$ cat src/rtl/alu_muldiv_ctrl.sv
// alu_muldiv_ctrl: EX-stage ALU select decoder with an iterative HI/LO
// multiply/divide engine (one shift-add or restoring-subtract step per
// cycle), mfhi/mflo read-out and a pipeline stall interlock.
// Optional macro ALU_MULDIV_SIGNED_EN: when defined, mult/div are signed;
// when undefined they behave exactly like multu/divu.
module alu_muldiv_ctrl #(
    parameter int WIDTH = 32,
    parameter int SEL_W = 4,
    parameter int CNT_W = $clog2(WIDTH)
) (
    input  logic               clk_i,
    input  logic               rst_i,
    input  logic               valid_i,
    input  logic [3:0]         aluOp_i,
    input  logic [5:0]         funct_i,
    input  logic [WIDTH-1:0]   a_i,
    input  logic [WIDTH-1:0]   b_i,
    output logic [SEL_W-1:0]   sel_o,
    output logic               stall_o,
    output logic               done_o,
    output logic               divZero_o,
    output logic [WIDTH-1:0]   hilo_o,
    output logic [WIDTH-1:0]   hi_o,
    output logic [WIDTH-1:0]   lo_o
);

    typedef enum logic [1:0] {
        IDLE,
        RUN,
        FIX
    } state_t;

    state_t             state_q, state_d;
    logic [CNT_W-1:0]   cnt_q, cnt_d;
    logic [WIDTH-1:0]   hi_q, hi_d;
    logic [WIDTH-1:0]   lo_q, lo_d;
    // rem_q: partial remainder / upper product half; quo_q: dividend-quotient / multiplier-lower half
    logic [WIDTH-1:0]   rem_q, rem_d;
    logic [WIDTH-1:0]   quo_q, quo_d;
    logic [WIDTH-1:0]   dvs_q, dvs_d;
    logic               div_q, div_d;
    logic               negq_q, negq_d;
    logic               negr_q, negr_d;
    logic               dz_q, dz_d;
    logic               done_q, done_d;
    logic               dzo_q, dzo_d;

    logic               is_r;
    logic               is_md;
    logic               is_mfhi;
    logic               is_mflo;
    logic               accept;
    logic               op_signed;
    logic               op_div;
    logic               a_neg;
    logic               b_neg;
    logic [WIDTH-1:0]   a_mag;
    logic [WIDTH-1:0]   b_mag;
    logic [WIDTH:0]     shl;
    logic               sub_ok;
    logic [WIDTH:0]     sum;
    logic [2*WIDTH-1:0] prod;
    logic [3:0]         sel4;

    assign is_r    = (aluOp_i == 4'b0010);
    assign is_md   = is_r & (funct_i[5:2] == 4'b0110);
    assign is_mfhi = is_r & (funct_i == 6'b010000);
    assign is_mflo = is_r & (funct_i == 6'b010010);
    assign accept  = valid_i & is_md & ~done_q & (state_q == IDLE);
    assign op_div  = funct_i[1];

`ifdef ALU_MULDIV_SIGNED_EN
    assign op_signed = ~funct_i[0];
`else
    assign op_signed = 1'b0;
`endif

    assign a_neg = op_signed & a_i[WIDTH-1];
    assign b_neg = op_signed & b_i[WIDTH-1];
    assign a_mag = a_neg ? -a_i : a_i;
    assign b_mag = b_neg ? -b_i : b_i;

    // Restoring division: shift the next dividend bit into the remainder and compare
    assign shl    = {rem_q, quo_q[WIDTH-1]};
    assign sub_ok = (shl >= {1'b0, dvs_q});
    // Shift-add multiplication: add multiplicand when the current multiplier LSB is set
    assign sum    = {1'b0, rem_q} + (quo_q[0] ? {1'b0, dvs_q} : '0);
    assign prod   = negq_q ? -{rem_q, quo_q} : {rem_q, quo_q};

    // ALU select decode from the operation class and the R-type funct field
    always_comb begin
        sel4 = 4'b0000;
        case (aluOp_i)
            4'b0000: sel4 = 4'b0010;
            4'b0001: sel4 = 4'b0110;
            4'b0011: sel4 = 4'b0010;
            4'b0100: sel4 = 4'b0000;
            4'b0101: sel4 = 4'b0001;
            4'b0110: sel4 = 4'b0111;
            4'b0111: sel4 = 4'b0011;
            4'b1000: sel4 = 4'b0100;
            4'b1001: sel4 = 4'b0101;
            4'b1011: sel4 = 4'b1001;
            4'b0010: begin
                case (funct_i)
                    6'b100000: sel4 = 4'b0010;
                    6'b100010: sel4 = 4'b0110;
                    6'b100100: sel4 = 4'b0000;
                    6'b100101: sel4 = 4'b0001;
                    6'b101010: sel4 = 4'b0111;
                    6'b100110: sel4 = 4'b0011;
                    6'b011000, 6'b011001, 6'b011010, 6'b011011,
                    6'b010000, 6'b010010: sel4 = 4'b1010;
                    default: sel4 = 4'b0000;
                endcase
            end
            default: sel4 = 4'b0000;
        endcase
    end

    assign sel_o     = SEL_W'(sel4);
    assign stall_o   = valid_i & (is_md | is_mfhi | is_mflo) & ((state_q != IDLE) | accept) & ~done_q;
    assign hilo_o    = is_mfhi ? hi_q : (is_mflo ? lo_q : '0);
    assign done_o    = done_q;
    assign divZero_o = dzo_q;
    assign hi_o      = hi_q;
    assign lo_o      = lo_q;

    // Next-state logic: accept, iterate WIDTH steps, then sign-fix and commit HI/LO
    always_comb begin
        state_d = state_q;
        cnt_d   = cnt_q;
        hi_d    = hi_q;
        lo_d    = lo_q;
        rem_d   = rem_q;
        quo_d   = quo_q;
        dvs_d   = dvs_q;
        div_d   = div_q;
        negq_d  = negq_q;
        negr_d  = negr_q;
        dz_d    = dz_q;
        done_d  = 1'b0;
        dzo_d   = 1'b0;
        case (state_q)
            IDLE: begin
                if (accept) begin
                    div_d  = op_div;
                    negq_d = a_neg ^ b_neg;
                    negr_d = a_neg;
                    cnt_d  = '0;
                    dvs_d  = b_mag;
                    if (op_div && (b_i == '0)) begin
                        dz_d    = 1'b1;
                        rem_d   = a_i;
                        quo_d   = '1;
                        state_d = FIX;
                    end else begin
                        dz_d    = 1'b0;
                        rem_d   = '0;
                        quo_d   = a_mag;
                        state_d = RUN;
                    end
                end
            end
            RUN: begin
                if (div_q) begin
                    if (sub_ok) begin
                        rem_d = WIDTH'(shl - {1'b0, dvs_q});
                        quo_d = {quo_q[WIDTH-2:0], 1'b1};
                    end else begin
                        rem_d = {rem_q[WIDTH-2:0], quo_q[WIDTH-1]};
                        quo_d = {quo_q[WIDTH-2:0], 1'b0};
                    end
                end else begin
                    rem_d = sum[WIDTH:1];
                    quo_d = {sum[0], quo_q[WIDTH-1:1]};
                end
                if (cnt_q == CNT_W'(WIDTH - 1)) begin
                    cnt_d   = '0;
                    state_d = FIX;
                end else begin
                    cnt_d = cnt_q + CNT_W'(1);
                end
            end
            FIX: begin
                if (dz_q) begin
                    hi_d  = rem_q;
                    lo_d  = quo_q;
                    dzo_d = 1'b1;
                end else if (div_q) begin
                    lo_d = negq_q ? -quo_q : quo_q;
                    hi_d = negr_q ? -rem_q : rem_q;
                end else begin
                    hi_d = prod[2*WIDTH-1:WIDTH];
                    lo_d = prod[WIDTH-1:0];
                end
                done_d  = 1'b1;
                state_d = IDLE;
            end
            default: state_d = IDLE;
        endcase
    end

    // State and datapath registers with synchronous reset (reset aborts any operation)
    always_ff @(posedge clk_i) begin
        if (rst_i) begin
            state_q <= IDLE;
            cnt_q   <= '0;
            hi_q    <= '0;
            lo_q    <= '0;
            rem_q   <= '0;
            quo_q   <= '0;
            dvs_q   <= '0;
            div_q   <= 1'b0;
            negq_q  <= 1'b0;
            negr_q  <= 1'b0;
            dz_q    <= 1'b0;
            done_q  <= 1'b0;
            dzo_q   <= 1'b0;
        end else begin
            state_q <= state_d;
            cnt_q   <= cnt_d;
            hi_q    <= hi_d;
            lo_q    <= lo_d;
            rem_q   <= rem_d;
            quo_q   <= quo_d;
            dvs_q   <= dvs_d;
            div_q   <= div_d;
            negq_q  <= negq_d;
            negr_q  <= negr_d;
            dz_q    <= dz_d;
            done_q  <= done_d;
            dzo_q   <= dzo_d;
        end
    end

endmodule

$ cat config.mk
export PLATFORM = sky130hd
export DESIGN_NAME = alu_muldiv_ctrl
export DESIGN_NICKNAME = d
export VERILOG_FILES = /design/src/rtl/alu_muldiv_ctrl.sv
export SDC_FILE = /design/constraint.sdc
export NUM_CORES = 1
export LEC_CHECK = 0
export ABC_AREA = 1
export BUFFER_PORTS_ARGS = -buffer_cell sky130_fd_sc_hd__buf_2
export CAP_MARGIN = 30
export CORE_ASPECT_RATIO = 1.5
export CORE_MARGIN = 5
export CORE_UTILIZATION = 46
export DETAILED_ROUTE_END_ITERATION = 7
export GPL_TIMING_DRIVEN = 1
export PLACE_DENSITY = 0.69
export SYNTH_ARGS = -nofsm -noshare
export SYNTH_HDL_FRONTEND = slang
export SYNTH_SLANG_ARGS = --single-unit
$ cat constraint.sdc
create_clock -name clk_i -period 3.1 [get_ports clk_i]
set_input_delay 0 -clock clk_i [delete_from_list [all_inputs] [get_ports clk_i]]
set_output_delay 0 -clock clk_i [all_outputs]
set_load 0.02 [all_outputs]
Word-level counts from Yosys, hierarchy flattened --
Cells that the tools add are included.
Storage, ports and cells: register bits 171, output and inout bits 103, input bits 77
Cells by class: magnitude comparators 1, bitwise logic cells 14, reductions and logical operators 12, eq/ne operators 26, add/subtract/negate cells 3, mux-type cells 25
Operator list (number):
- $mux W32 | 10
- $pmux W32 S2 | 2
- $eq A6 B5 Y1 const B | 6
- $pmux W4 S9 | 1
- $add A32 B32 Y33 | 1
- $ge A33 B32 Y1 | 1
- $logic_not A32 Y1 | 1
- $sub A32 B32 Y32 | 1
- $eq A6 B6 Y1 const B | 5
- $pmux W4 S6 | 1
- $eq A4 B3 Y1 const B | 4
- $eq A4 B4 Y1 const B | 3
- $mux W5 | 2
- $pmux W5 S2 | 1
- $and A1 B1 Y1 | 9
- $eq A4 B2 Y1 const B | 2
- $mux W2 | 3
- $reduce_and A2 Y1 | 3
- $reduce_or A6 Y1 | 1
- $add A5 B1 Y5 const B | 1
- $eq A5 B5 Y1 const B | 1
- $eq A4 B1 Y1 const B | 1
- $logic_not A4 Y1 | 1
- $mux W1 | 4
- other kinds (10) | 16

Logic depth before layout (Yosys ltp) --
depth after elaboration 8, depth in mapped cells 20, mapped depth without buffers 19

Least setup slack after synthesis --
Ideal clock, no wire load.
kind reg2reg, start register quo_q[0], end register rem_q[21], data arrival time 2482 ps, setup time 135 ps, buffers on the path 2, cell stages (with the launch flop) 20, setup slack 483 ps, cells stage by stage dfxtp_1 > clkbuf_1 > clkbuf_1 > nand2_1 > inv_1 > ha_1 > fa_1 > nand2_1 > nand2_1 > o21ai_0 > o21ai_0 > nand2_1 > nand2_1 > nand2_1 > nand2_1 > or2_2 > nand3_1 > nand2_1 > nand2_1 > a21oi_1
Between the ends: longest elaborated chain between the ends 4
RTL lines:
- from (decl) | RTL line 39 | logic [WIDTH-1:0] quo_q, quo_d;
- from (signal assigned) | RTL line 226 | quo_q <= quo_d;
- $mux W32 | RTL line 87 | assign sum = {1'b0, rem_q} + (quo_q[0] ? {1'b0, dvs_q} : '0);
- $add A32 B32 Y33 | RTL line 87
- $mux W32 | RTL line 166 | if (div_q) begin
- $pmux W32 S2 | RTL line 144 | case (state_q)
- to (signal assigned) | RTL line 225 | rem_q <= rem_d;
- to (decl) | RTL line 38 | logic [WIDTH-1:0] rem_q, rem_d;
No other way between the ends. A chain may end at the register's enable or synchronous reset.

Worst setup path in the final report --
start register quo_q[0], end register rem_q[27]
Same word-level chain as after synthesis.

==> impl_results.md <==
- Status: complete, no violations
- Hold Crit Class: in -> reg
- Mapped Cells: 2166
- Max VDD drop: 0.000384 V
- Worst-path maximum fanout: 32
- Clk pin slew, worst setup/hold paths: 0.07 ns
- Netlist cell types: 55
- CP Launch Type: flip-flop
- Power per cell area: 321 mW/mm2
- Max Cap Viol: 0
- Yosys reg bits: 171
- CP required: 3.41 ns
- 1st-iter DRT viols: 1151
- Max Clock Skew: 0.0117 ns
- Core ar.: 0.0280 mm2
- Chip width: 147 um
- Arrival time at the worst endpoint: 3.25 ns
- Crit end category: flip-flop
- Cell Rows: 75
- Cells after DPL: 2637
- Vias/cell: 5.54
- Die ar.: 0.0319 mm2
- Async set or reset register ratio after synthesis: 0
- Crit path kind: reg -> reg
- Layout cells sized above 1: 0.129
- Finish-stage setup viols: 0
- Unrepaired setup endpoints after global routing: false
- WL final: 50200 um
- Syn avg cell area: 6.02 um2
- Setup TNS: 0 ns
- Period Utilization, post-route: 0.946
- Fillers: 2909
- First-pass GRT wire length: 77500 um
- Commonest non-fill, non-tap cell in the layout: nand2_1
- PortBufs: 179
- Ports: 180
- Drt drc: 0
- Tmin final: 2.93 ns
- H-tree lvl count: 4
- Final Hold Viols: 0
- Vias: 15100
- Finished Layout Cells: 2733
- Area Growth Syn to Fin: 19.2%
- ANT cells: 0
- Synth warn: 0
- Top_reg_cell synth: dfxtp_1
- Clock latency at the later pin of the worst-skew pair: 0.46 ns
- Lkg Pwr: 7.51 nW
- Clock sink count: 171
- Clock tree buffer depth: 2
- Commonest non-fill, non-tap cells in the layout: nand2_1 (536), inv_1 (296), o21ai_0 (249), a21oi_1 (245), buf_2 (179)
- Transition time of the tightest slew-check pin: 0.713 ns
- Routed Antenna Nets: 0
- Initial core utilization: 0.466
- Sequential share of the synthesized area: 0.263
- RePlAce Congestion: 1.05
- Root buffer cell: clkbuf_16
- Slew Viols, Final: 0
- All-Layer GR Usage: 0.306
- Maximum clock frequency: 0.341 GHz
- Final #Nets: 2521
- Die H: 216 um
- Netlist Area Pre-Place: 0.0130 mm2
- Dpl hpwl: 38700 um
- Post-synth EDFFs: 0
- Mapped Nets: 2311
- Largest net degree at the start of global routing: 141
- Gr ovfl total: 0
- CTS tree: built
- Num CTS Buffers: 17
- Vias in the first global route: 14300
- DR WL/cell: 18.4 um
- Initial DRT Pass Iterations: 6
- Rel. slew slack: 0.524
- Initial antenna violation count: 1
-- synth_stat cells, types with 2 or more instances --
master    number  area (um2)
buf_6          6        67.6
nand4_1       17         106
nand2_1      537        2020
o21a_1         2        15.0
nor3_1        14        70.1
or2_2          7        43.8
nor2_4         5        56.3
nand3_1      140         701
o21ai_1        8        40.0
ha_1          66         826
nor2_1       169         634
a21o_1         2        15.0
nand2_4        2        22.5
a31oi_1       34         213
o21bai_1       8        60.1
o211ai_1       8        60.1
clkbuf_1      74         278
xnor2_1        8        70.1
a21oi_2        2        17.5
buf_2         13        65.1
inv_2          9        33.8
nor4_1         8        50.1
fa_1           2        40.0
inv_1        296        1110
dfxtp_1      171        3420
and2_1         2        12.5
nor3_2         2        20.0
nand3_2        2        20.0
nand2_2        7        43.8
a21oi_1      245        1230
buf_1          2        7.51
xor2_1        12         105
o21ai_0      250        1250
buf_4          5        37.5
a211oi_1       2        15.0
nor2_2         3        18.8
nand3b_1       8        60.1
-- cell type report --
class,count,area [um2],share of cell area
flip-flops and latches,171,3420,0.220
repair buffers,291,1930,0.124
multi-input cells,1588,8010,0.515
well taps,346,433,0.0278
clock inverters,13,166,0.0107
clock buffers,17,425,0.0274
inverters,307,1160,0.0744
-- cells by family (layout without fill, tap and decap cells) --
group | Yosys count | after routing | share of synthesized area
flops | 171 | 171 | 0.263
xor+xnor | 20 | 20 | 0.0134
buf+inv | 407 | 628 | 0.124
compound gates | 570 | 570 | 0.230
fa+ha+maj | 68 | 68 | 0.0664
simple gates | 930 | 930 | 0.304
-- sequential cells by signal, indices dropped and copies added, names as in the netlist --
signal / flops
dvs_q: 32
cnt_q: 5
quo_q: 32
divZero_o: 1
done_o: 1
div_q: 1
rem_q: 32
state_q: 2
hi_o: 32
lo_o: 32
dz_q: 1
-- routing by layer --
metal	track usage	routed length (um)	vias to the layer above
li1	-	-	7495
met1	0.374	20300	6897
met2	0.542	24700	628
met3	0.0395	3240	109
met4	0.128	1990	2
met5	0	11	-
-- path summary, 6_finish.rpt --
kind         slack (ns)          to  startpoint  cells after the start
max                0.17   rem_q[27]    quo_q[0]                     15
max reg2reg        0.17   rem_q[27]    quo_q[0]                     15
min                0.03  state_q[1]  funct_i[2]                      4
min reg2reg        0.45   divZero_o        dz_q                      2
-- metrics by stage --
stage | instance area, um2 | worst slack [ns] | utilization | hold WS, ns | power [mW]
2_1_floorplan | 13000 | 0.483 | - | 0.135 | 2.53
3_3_place_gp | 14300 | 0.244 | 0.511 | 0.292 | 2.71
3_5_place_dp | 14300 | 0.245 | 0.511 | 0.303 | 2.71
4_1_cts | 15500 | 0.220 | 0.556 | 0.00435 | 5.01
5_1_grt | 15500 | 0.0296 | 0.556 | 0.0310 | 5.13
6_report | 15500 | 0.167 | 0.556 | 0.0252 | 5.00
-- power breakdown --
| part | switching, mW | internal [mW] |
|---|---|---|
| combinational | 0.320 | 0.208 |
| clock | 0.994 | 1.27 |
| sequential | 0.00549 | 2.20 |
-- worst max-delay path: stages (launching register included) --
cell and delay (ns):
dfxtp_1 0.43, buf_12 0.26, nand2_1 0.09, inv_1 0.10, ha_1 0.21, nand2_1 0.16, nor2_1 0.37, nand2_1 0.13
nand3_1 0.23, nand3b_1 0.27, nand2_1 0.14, nand2_1 0.06, nand3_1 0.07, nand3_1 0.10, nand2_1 0.11, a21oi_1 0.06
-- repair_timing --
item,4_1_cts,5_1_grt
resized for setup,0,2
endpoints found under the hold margin,93,0
setup buffers,0,0
setup endpoints to repair,0,2
hold buffers,66,0
Power figures use the tool's default switching activity.
